<file path="src/rtl/microwave_timer.sv">
// ---------------------------------------------------------------------------
// microwave_timer
//
// Three-digit BCD countdown timer (m:ss) for the microwave controller.
// Digits are entered one at a time from the keypad encoder by shifting left.
// While enabled, the time is decremented by one second per clock edge.
// Counting stops at 0:00 and does not wrap.
//
// Ports
//   clk       in   1  1 Hz timing clock; all state changes on the rising edge
//   clearn    in   1  synchronous active-low clear (all digits -> 0)
//   loadn     in   1  active-low digit load, one left shift per edge while low
//   EN        in   1  active-high count enable, one decrement per edge
//   data      in   4  BCD digit from the keypad (values above 9 stored as 9)
//   sec_ones  out  4  seconds units digit
//   sec_tens  out  4  seconds tens digit (0-9; 6-9 only after keypad entry)
//   mins      out  4  minutes digit
//   zero      out  1  high while all three digits are 0
// ---------------------------------------------------------------------------
module microwave_timer (
    input  logic       clk,
    input  logic       clearn,
    input  logic       loadn,
    input  logic       EN,
    input  logic [3:0] data,
    output logic [3:0] sec_ones,
    output logic [3:0] sec_tens,
    output logic [3:0] mins,
    output logic       zero
);

    // Keypad digits above 9 are not valid BCD; store the largest legal digit.
    function automatic logic [3:0] clamp_bcd(input logic [3:0] digit);
        logic [3:0] result;
        if (digit > 4'd9) begin
            result = 4'd9;
        end else begin
            result = digit;
        end
        return result;
    endfunction

    logic [3:0] sec_ones_r;
    logic [3:0] sec_tens_r;
    logic [3:0] mins_r;

    logic [3:0] data_clamped_s;
    logic [3:0] sec_ones_dec_s;
    logic [3:0] sec_tens_dec_s;
    logic [3:0] mins_dec_s;
    logic       time_zero_s;

    assign data_clamped_s = clamp_bcd(data);
    assign time_zero_s    = (mins_r == 4'd0) && (sec_tens_r == 4'd0) && (sec_ones_r == 4'd0);

    // Next value of the digits for a one-second BCD decrement with borrow.
    // Only used when the time is nonzero, so mins never underflows here.
    // A tens digit of 6-9 is decremented like any other nonzero digit.
    always_comb begin
        sec_ones_dec_s = sec_ones_r;
        sec_tens_dec_s = sec_tens_r;
        mins_dec_s     = mins_r;
        if (sec_ones_r != 4'd0) begin
            sec_ones_dec_s = sec_ones_r - 4'd1;
        end else begin
            sec_ones_dec_s = 4'd9;
            if (sec_tens_r != 4'd0) begin
                sec_tens_dec_s = sec_tens_r - 4'd1;
            end else begin
                sec_tens_dec_s = 4'd5;
                mins_dec_s     = mins_r - 4'd1;
            end
        end
    end

    // Digit registers: clear, then shift-in load, then count, then hold.
    always_ff @(posedge clk) begin
        if (!clearn) begin
            sec_ones_r <= 4'd0;
            sec_tens_r <= 4'd0;
            mins_r     <= 4'd0;
        end else if (!loadn) begin
            mins_r     <= sec_tens_r;
            sec_tens_r <= sec_ones_r;
            sec_ones_r <= data_clamped_s;
        end else if (EN && !time_zero_s) begin
            sec_ones_r <= sec_ones_dec_s;
            sec_tens_r <= sec_tens_dec_s;
            mins_r     <= mins_dec_s;
        end else begin
            sec_ones_r <= sec_ones_r;
            sec_tens_r <= sec_tens_r;
            mins_r     <= mins_r;
        end
    end

    assign sec_ones = sec_ones_r;
    assign sec_tens = sec_tens_r;
    assign mins     = mins_r;
    // zero follows the digit registers directly so it rises with 0:00.
    assign zero     = time_zero_s;

endmodule

</file>
<file path="config.mk">
export PLATFORM = sky130hd
export DESIGN_NAME = microwave_timer
export DESIGN_NICKNAME = d
export VERILOG_FILES = /design/src/rtl/microwave_timer.sv
export SDC_FILE = /design/constraint.sdc
export NUM_CORES = 1
export LEC_CHECK = 0
export CAP_MARGIN = 20
export CORE_MARGIN = 2
export CORE_UTILIZATION = 40
export CTS_BUF_LIST = sky130_fd_sc_hd__clkbuf_8
export CTS_CLUSTER_DIAMETER = 100
export DETAILED_ROUTE_END_ITERATION = 8
export PLACE_DENSITY = 0.72
export REMOVE_ABC_BUFFERS = 1
export SKIP_CTS_REPAIR_TIMING = 1
export SYNTH_ARGS = -nofsm -noshare
export SYNTH_HDL_FRONTEND = slang
export SYNTH_SLANG_ARGS = --single-unit
</file>
<file path="constraint.sdc">
create_clock -name clk -period 2.05 [get_ports clk]
set_clock_uncertainty 0.15 [all_clocks]
set_input_delay 0.3075 -clock clk [delete_from_list [all_inputs] [get_ports clk]]
set_output_delay 0.3075 -clock clk [all_outputs]
set_load 0.01 [all_outputs]
</file>
==> results of run 1 <==
registers in the layout, summed over array words and instances, names as in the netlist:
| register | flops |
|---|---|
| mins | 4 |
| sec_tens | 4 |
| sec_ones | 4 |
how the worst max path moves through the flow:
stage	from	endpoint
after floorplan	sec_tens[0]	mins[3]
after global placement	EN	sec_tens[3]
after detailed placement	EN	sec_tens[3]
after CTS	mins[0]	zero
after global routing	mins[0]	zero
final	mins[0]	zero
synth_stat cells (2+ instances only):
| cell type | instances |
|---|---|
| nand3b_1 | 3 |
| a31oi_1 | 5 |
| dfxtp_1 | 12 |
| or3b_2 | 2 |
| o31ai_1 | 2 |
| a21boi_0 | 2 |
| o21ai_0 | 11 |
| nor3b_1 | 2 |
| and3b_1 | 2 |
| a21oi_1 | 2 |
| a211o_1 | 2 |
| nor4_1 | 2 |
| nand2_1 | 3 |
| clkbuf_1 | 3 |
| or3_1 | 2 |
| inv_1 | 3 |
| or4_1 | 3 |
| nor2b_1 | 2 |
| nand4_1 | 2 |
| ha_1 | 2 |
layout make-up:
type                            instances  area share [%]
Clock buffer                            3            3.72
Timing Repair Buffer                   39            30.7
Sequential cell                        12            21.8
Multi-Input combinational cell         63            40.9
Inverter                                3            1.02
Tap cell                               17            1.92
power groups by stage:
stage / combinational [mW] / clock (mW) / sequential [mW]
global placement: 0.192 / 0 / 0.265
finish: 0.208 / 0.218 / 0.263
detailed placement: 0.197 / 0 / 0.265
CTS: 0.198 / 0.217 / 0.260
global route: 0.228 / 0.225 / 0.265
floorplan: 0.0700 / 0 / 0.279
critical path, stage by stage, from the launching register on:
cell and delay (ns):
dfxtp_2 0.32, inv_1 0.07, ha_1 0.16, nor3b_4 0.22
nand2_1 0.13, nor4_2 0.25, clkbuf_2 0.18
through the flow:
step | instances | setup WS [ns] | instance area, um^2
after floorplan | 78 | -0.126 | 677
after global placement | 134 | -0.287 | 1040
after detailed placement | 134 | -0.335 | 1040
after CTS | 137 | -0.511 | 1080
after global routing | 137 | -0.0944 | 1110
final | 137 | 0.0338 | 1110
per-layer routing:
layer / track usage [%] / part of all wire, % / wire [um] / up-vias
li1: - / - / - / 390
met1: 22.5 / 40 / 753 / 365
met2: 34.7 / 51 / 976 / 37
met3: 6.35 / 6.1 / 116 / 8
met4: 13.1 / 3.1 / 59 / 0
met5: 0 / 0 / 0 / -
kinds of logic after synthesis:
group | synth area share, %
adder cells (fa/ha/maj) | 3.55
buffers and inverters | 5.51
flip-flops | 34.1
AND/OR/NAND/NOR | 28.4
XOR/XNOR | 2.49
AO/OA/AOI/OAI | 25.9
==> impl_metrics.py, run 1 <==
metrics = {
    "clock_network": {
        "insertion_delay_ns": 0.24,
        "numCtsBuffers": 3,
        "htree_num_levels": 1,
        "cts_tree": "built",
        "clk_path_buf_depth": 2,
        "path_clk_slew_ns": 0.05,
        "cts.sinks": 12,
        "clockRootBuffer": "clkbuf_8",
    },
    "min_path": {
        "holdCritPathClass": "input port to flip-flop",
        "holdPathStages": 3,
        "min_to": "sec_ones[0]",
        "hold_path_startpoint": "EN",
    },
    "drt": {
        "drcViolationCount": 0,
        "post_drt_wl_per_cell_um": 13.9,
        "drt_iter0_drc": 9,
        "routed_wl_um": 1910,
        "antenna_left": 0,
        "vias_per_cell": 5.84,
        "first_pass_iters": 4,
        "vias": 800,
    },
    "pwr": {
        "switchingPower_uw": 194,
        "irDropWorstVdd_mv": 0.410,
        "power.leakage_nw": 0.457,
        "pwr-share-comb_pct": 30.2,
        "powerDensity_nw_per_um2": 622,
        "p_clk_share_pct": 31.6,
        "p_sw_share_pct": 28.2,
        "p_total_uw": 689,
        "p_int_uw": 495,
        "seq_power_share_pct": 38.2,
    },
    "timing": {
        "hold_slack_ns": 0.262,
        "tightest_slew_ns": 0.534,
        "hold_violations": 0,
        "fmax_mhz": 496,
        "fin_crit_sh_pct": 98.4,
        "fin_setup_tns_ns": 0,
        "rsz0062_at_grt": "yes",
        "slew_viol_final": 0,
        "finalSetupViolCount": 0,
        "post-route-min-period_ns": 2.02,
        "max_slew_margin_pct": 64.3,
    },
    "final_layout": {
        "final-seq-area_um2": 241,
        "nets": 132,
        "final_common_cell": "buf_4",
        "n_fill_cell": 140,
        "final_cell_mix": "buf_4, clkdlybuf4s50_1, o21ai_0, dfxtp_1, a31oi_1",
        "multi_input_area_um2": 453,
        "fin_util_pct": 65.6,
        "drive_above_1_share_pct": 27.5,
        "syn2layout_area_growth_pct": 57.4,
        "antennaDiodeCount": 0,
    },
    "grt": {
        "grtUsageTotal_pct": 20.8,
        "antenna_found_initial": 0,
        "grt_max_degree": 18,
        "grt_pass1_wl_um": 3110,
        "grt_pass1_vias": 766,
        "overflow": 0,
    },
    "yosys": {
        "syn_area_um2": 704,
        "synth_area_leaders": "dfxtp_1, o21ai_0, a31oi_1",
        "ys_ff_latch": 12,
        "synth-edff-count": 0,
        "yosysUniqueCellTypes": 36,
        "avgSynthCellArea_um2": 8.49,
        "yosysSeqAreaShare_pct": 34.1,
        "yosys_most_used_dff": "dfxtp_1",
        "postSynth.asyncResetShare_pct": 0,
        "synth_warnings": 0,
        "netlist.area_leader.share_pct": 34.1,
        "syn_inst": 83,
        "yosys.area.top_type": "dfxtp_1",
    },
    "floorplan": {
        "pin_count": 21,
        "die_w_um": 46.0,
        "die_area_um2": 2110,
        "fp.dieH_um": 46.0,
        "initial_core_util_pct": 41.7,
        "coreArea_um2": 1690,
        "num_rows": 15,
    },
    "placed_design": {
        "dp_hpwl_um": 1390,
        "port_buffers": 20,
        "gp_congestion": 0.802,
    },
    "critical_path": {
        "path_class": "flip-flop to output pin",
        "reg2reg_from": "sec_tens[0]",
        "arrival_ns": 1.56,
        "cp_max_fo": 3,
        "cp-end-kind": "output pin",
        "r2r_cells": 4,
        "reg2reg_to": "mins[2]",
        "rrSetupSlack_ns": 0.08,
        "crit_required_ns": 1.59,
        "start_kind": "flip-flop",
    },
    "status": {
        "status": "complete, no violations",
    },
    "run": {
        "maxCapViolCount": 0,
    },
}
No activity file was read; power rests on OpenSTA's default activity.
==> run 2, diff against run 1 <==
- HOLD_SLACK_MARGIN: not set -> 0.1
- PLACE_DENSITY: 0.72 -> 0.7
- clock period: 2.05 -> 2.1 ns (I/O delays scaled with it)
==> run 2 against run 1 <==
Net effect: power decreased by 4.3%; die area unchanged; via count decreased by 5.3%; utilization decreased by 0.89 points; register-to-register slack about the same; sequential cell count unchanged; combinational power decreased by 4%; sequential share of layout area increased by 0.18 points; sequential power decreased by 3%; final cell count decreased by 1.5%; worst hold slack improved by 0.035 ns; largest cell class unchanged; highest routed layer unchanged.
==> impl_metrics.py, run 2 (same netlist as run 1, synthesis figures left out) <==
metrics = {
    "critical_path": {
        "path_class": "flip-flop to flip-flop",
        "cpPeakStageDelay_ns": 0.54,
        "reg2reg_to": "mins[2]",
        "cp_max_fo": 4,
        "r2r_cells": 4,
        "crit_slowest_cell": "or4_1",
        "arrival_ns": 2.02,
        "reg2reg_from": "sec_tens[3]",
        "path_depth": 4,
        "start_kind": "flip-flop",
        "rrSetupSlack_ns": 0.09,
        "worst-path-buf-inv": 0,
        "crit_required_ns": 2.11,
        "crit_chain": "or4_1, or4_4, or3_1, a31oi_1",
        "cp-end-kind": "flip-flop",
        "path_delay_family": "simple AND/OR/NAND/NOR gates",
    },
    "clock_network": {
        "insertion_delay_ns": 0.23,
        "cts_tree": "built",
        "clk_path_buf_depth": 2,
        "htree_num_levels": 1,
        "numCtsBuffers": 3,
        "cts.sinks": 12,
        "path_clk_slew_ns": 0.05,
        "clockRootBuffer": "clkbuf_8",
    },
    "placed_design": {
        "placed_area_um2": 1030,
        "port_buffers": 20,
        "post-place-ws_ns": -0.279,
        "dp_hpwl_um": 1400,
        "gp_congestion": 0.787,
    },
    "grt": {
        "use_met3_pct": 3.57,
        "grt-busiest-layer": "met2",
        "overflow": 0,
        "antenna_found_initial": 0,
        "grt_max_degree": 18,
        "grt_pass1_wl_um": 2890,
        "grt_pass1_vias": 729,
        "grtUsageTotal_pct": 18.9,
        "use_met2_pct": 35.0,
        "grt_use_met1_pct": 20.8,
    },
    "final_layout": {
        "antennaDiodeCount": 0,
        "final_area_um2": 1090,
        "final_common_cell": "clkdlybuf4s50_1",
        "fin_util_pct": 64.7,
        "syn2layout_area_growth_pct": 55.2,
        "final_cell_mix": "clkdlybuf4s50_1, buf_4, dfxtp_1",
        "drive_above_1_share_pct": 23.7,
        "nets": 130,
    },
    "timing": {
        "finalSetupViolCount": 0,
        "worst_slack_ns": 0.0940,
        "fin_crit_sh_pct": 95.5,
        "tightest_slew_ns": 0.525,
        "max_slew_margin_pct": 64.9,
        "post-route-min-period_ns": 2.01,
        "hold_violations": 0,
        "rsz0062_at_grt": "yes",
        "hold_slack_ns": 0.297,
        "slew_viol_final": 0,
        "fmax_mhz": 499,
    },
    "pwr": {
        "power.leakage_nw": 0.461,
        "powerDensity_nw_per_um2": 603,
        "irDropWorstVdd_mv": 0.462,
    },
    "drt": {
        "routed_wl_um": 1800,
        "antenna_left": 0,
        "first_pass_iters": 4,
        "vias_per_cell": 5.61,
        "post_drt_wl_per_cell_um": 13.3,
        "drcViolationCount": 0,
        "drt_iter0_drc": 25,
        "vias": 758,
    },
    "floorplan": {
        "die_area_um2": 2110,
        "coreArea_um2": 1690,
        "fp.dieH_um": 46.0,
        "die_w_um": 46.0,
        "num_rows": 15,
        "initial_core_util_pct": 41.7,
        "pin_count": 21,
    },
    "status": {
        "status": "complete, no violations",
    },
    "min_path": {
        "min_to": "sec_ones[0]",
        "holdPathStages": 3,
        "hold_path_startpoint": "EN",
        "holdCritPathClass": "input port to flip-flop",
    },
    "run": {
        "maxCapViolCount": 0,
    },
}
## run 2: cell types whose count changed in the layout (fill, tap and decap cells not counted), sizes merged
cell / delta
clkbuf: -1
buf: -2
dlymetal6s2s: +1
## run 2: stage by stage
| stage | cells | setup TNS (ns) | total power, mW |
|---|---|---|---|
| finish | 135 | 0 | 0.660 |
| global route | 135 | -0.0424 | 0.695 |
| global placement | 132 | -1.31 | 0.445 |
| floorplan | 78 | -0.153 | 0.340 |
| detailed placement | 132 | -1.63 | 0.451 |
| CTS | 135 | -0.586 | 0.656 |
## run 2: layout make-up
type | instances | area [um^2]
Inverter | 3 | 11.3
Timing Repair Buffer | 37 | 333
Multi-Input combinational cell | 63 | 447
Fill cell | 157 | 596
Clock buffer | 3 | 41.3
Sequential cell | 12 | 240
Tap cell | 17 | 21.3
## run 2: per-layer routing
layer  up-vias  share of wire, %
met5         -                 0
met4         0              0.89
met3         4               4.1
met2        19                53
met1       347                42
li1        388                 -
## run 2: worst max-delay path by stage
stage / slack [ns] / to / startpoint
floorplan: -0.08 / mins[3] / sec_tens[0]
global placement: -0.24 / sec_tens[3] / EN
detailed placement: -0.28 / sec_tens[3] / EN
CTS: -0.48 / zero / mins[0]
global route: -0.04 / zero / mins[0]
finish: 0.09 / mins[2] / sec_tens[3]
## run 2: worst register-to-register path: cells and delay by family (launching register included)
family	cells	cell delay, ns
simple gates	3	1.30
compound gates	1	0.16
flops	1	0.33
## run 2: report_power, final
group          switching [mW]  internal [mW]  total [mW]
clock network          0.0777          0.126       0.204
logic                  0.0873          0.113       0.200
registers              0.0126          0.244       0.256
total                   0.178          0.482       0.660
==> run 3, diff against run 2 <==
- CORE_UTILIZATION: 40 -> 35
- CTS_BUF_LIST: sky130_fd_sc_hd__clkbuf_8 -> sky130_fd_sc_hd__clkbuf_2
- PLACE_DENSITY: 0.7 -> not set
==> run 3 against run 2 <==
Net effect: the flow now finishes with violations (negative setup slack); register-to-register slack got worse by 0.11 ns; sequential share of layout area is 0.77 points lower; final cell count rose by 10%; global-route usage fell by 0.58 points; worst setup slack got worse by 0.11 ns; utilization decreased by 4.8 points; combinational power rose by 11%; sequential cell count unchanged; largest cell class unchanged; final area increased by 5.3%; count of clock-buffer cells in the layout unchanged; power shrank 7.4%.
==> impl_metrics.py, run 3 (same netlist as run 1, synthesis figures left out) <==
metrics = {
    "timing": {
        "tightest_slew_ns": 0.512,
        "hold_violations": 0,
        "slew_viol_final": 0,
        "post-route-min-period_ns": 2.11,
        "fin_crit_sh_pct": 101,
        "worst_slack_ns": -0.0132,
        "rsz0062_at_grt": "yes",
        "fmax_mhz": 473,
        "max_slew_margin_pct": 65.8,
        "finalSetupViolCount": 1,
    },
    "pwr": {
        "pwr-share-comb_pct": 36.6,
        "irDropWorstVdd_mv": 0.306,
        "p_sw_share_pct": 32.4,
        "p_clk_share_pct": 20.9,
        "p_int_uw": 413,
        "p_total_uw": 611,
        "powerDensity_nw_per_um2": 531,
        "switchingPower_uw": 198,
        "seq_power_share_pct": 42.5,
        "power.leakage_nw": 0.464,
    },
    "clock_network": {
        "cts.sinks": 12,
        "insertion_delay_ns": 0.28,
        "clockRootBuffer": "clkbuf_2",
        "htree_num_levels": 1,
        "clk_path_buf_depth": 2,
        "cts_tree": "built",
        "path_clk_slew_ns": 0.14,
        "numCtsBuffers": 3,
    },
    "critical_path": {
        "start_kind": "flip-flop",
        "r2r_cells": 4,
        "arrival_ns": 2.18,
        "reg2reg_to": "mins[2]",
        "rrSetupSlack_ns": -0.01,
        "cpPeakStageDelay_ns": 0.57,
        "reg2reg_from": "sec_tens[3]",
        "path_delay_family": "simple AND/OR/NAND/NOR gates",
        "cp-end-kind": "flip-flop",
        "crit_slowest_cell": "or4_4",
        "path_class": "flip-flop to flip-flop",
        "crit_chain": "or4_4, or4_4, or3_1, a31oi_1",
        "critPathMostFrequentCell": "or4_4",
        "cp-startpoint": "sec_tens[3]",
        "crit_required_ns": 2.17,
        "worst-path-buf-inv": 0,
        "cp_max_fo": 4,
    },
    "final_layout": {
        "final_area_um2": 1150,
        "final-seq-area_um2": 244,
        "multi_input_area_um2": 492,
        "final_cell_mix": "buf_4, clkdlybuf4s50_1, o21ai_0",
        "n_fill_cell": 198,
        "drive_above_1_share_pct": 34.4,
        "nets": 133,
        "final_common_cell": "buf_4",
        "syn2layout_area_growth_pct": 63.4,
        "antennaDiodeCount": 0,
        "finalNonFillerCells": 149,
    },
    "grt": {
        "grt_pass1_vias": 752,
        "grtUsageTotal_pct": 18.3,
        "antenna_found_initial": 0,
        "grt_pass1_wl_um": 3310,
        "overflow": 0,
        "grt_max_degree": 18,
    },
    "min_path": {
        "holdPathStages": 3,
        "holdCritPathClass": "input port to flip-flop",
        "min_to": "sec_ones[0]",
        "hold_path_startpoint": "EN",
    },
    "placed_design": {
        "gp_congestion": 0.728,
        "dp_hpwl_um": 1400,
        "port_buffers": 20,
        "post-place-ws_ns": -0.272,
        "numPlacedInstances": 142,
        "placed_area_um2": 1040,
    },
    "status": {
        "status": "finished with violations",
        "failed_checks": "negative setup slack",
    },
    "floorplan": {
        "die_w_um": 48.9,
        "initial_core_util_pct": 36.7,
        "die_area_um2": 2390,
        "fp.dieH_um": 48.9,
        "pin_count": 21,
        "coreArea_um2": 1920,
        "num_rows": 16,
    },
    "drt": {
        "vias_per_cell": 5.34,
        "antenna_left": 0,
        "drt_iter0_drc": 12,
        "post_drt_wl_per_cell_um": 13.6,
        "routed_wl_um": 2030,
        "vias": 795,
        "first_pass_iters": 4,
        "drcViolationCount": 0,
    },
    "run": {
        "maxCapViolCount": 0,
    },
}
-- run 3: worst max path at each step --
| stage | slack [ns] | cells after the start | endpoint |
|---|---|---|---|
| floorplan | -0.08 | 4 | mins[3] |
| global placement | -0.24 | 5 | sec_tens[3] |
| detailed placement | -0.27 | 5 | sec_tens[3] |
| CTS | -0.41 | 4 | zero |
| global route | -0.06 | 4 | mins[2] |
| finish | -0.01 | 4 | mins[2] |
-- run 3: metrics by stage --
| step | hold slack, ns | utilization [%] | setup TNS [ns] |
|---|---|---|---|
| 6_report | 0.222 | 59.9 | -0.0132 |
| 5_1_grt | 0.263 | 59.9 | -0.0992 |
| 4_1_cts | 0.403 | 55.0 | -0.491 |
| 3_5_place_dp | 0.378 | 54.0 | -1.41 |
| 3_3_place_gp | 0.372 | 54.0 | -1.28 |
| 2_1_floorplan | 0.254 | - | -0.153 |
-- run 3: final cells by class --
| class | count | share of cell area [%] |
|---|---|---|
| multi-input combinational | 63 | 42.7 |
| timing repair buffer | 40 | 30.5 |
| sequential | 12 | 21.2 |
| tap | 27 | 2.93 |
| clock buffer | 3 | 1.30 |
| inverter | 3 | 0.978 |
| clock inverter | 1 | 0.326 |
-- run 3: layer usage --
| metal | GRT usage, % | vias up | part of all wire (%) |
|---|---|---|---|
| li1 | - | 393 | - |
| met5 | 0 | - | 0 |
| met3 | 2.76 | 5 | 3.2 |
| met1 | 20.3 | 376 | 44 |
| met4 | 8.57 | 0 | 1.9 |
| met2 | 33.8 | 21 | 51 |
-- run 3: power groups by stage --
stage	clock, mW	combinational [mW]	sequential, mW
detailed placement	0	0.194	0.261
CTS	0.130	0.196	0.256
floorplan	0	0.0683	0.272
finish	0.128	0.223	0.260
global route	0.145	0.242	0.263
global placement	0	0.192	0.260
-- run 3: tightest hold or removal path, cell delays in order --
cell and delay (ns):
dlymetal6s2s_1 0.11, nand2b_1 0.12, a31oi_1 0.08
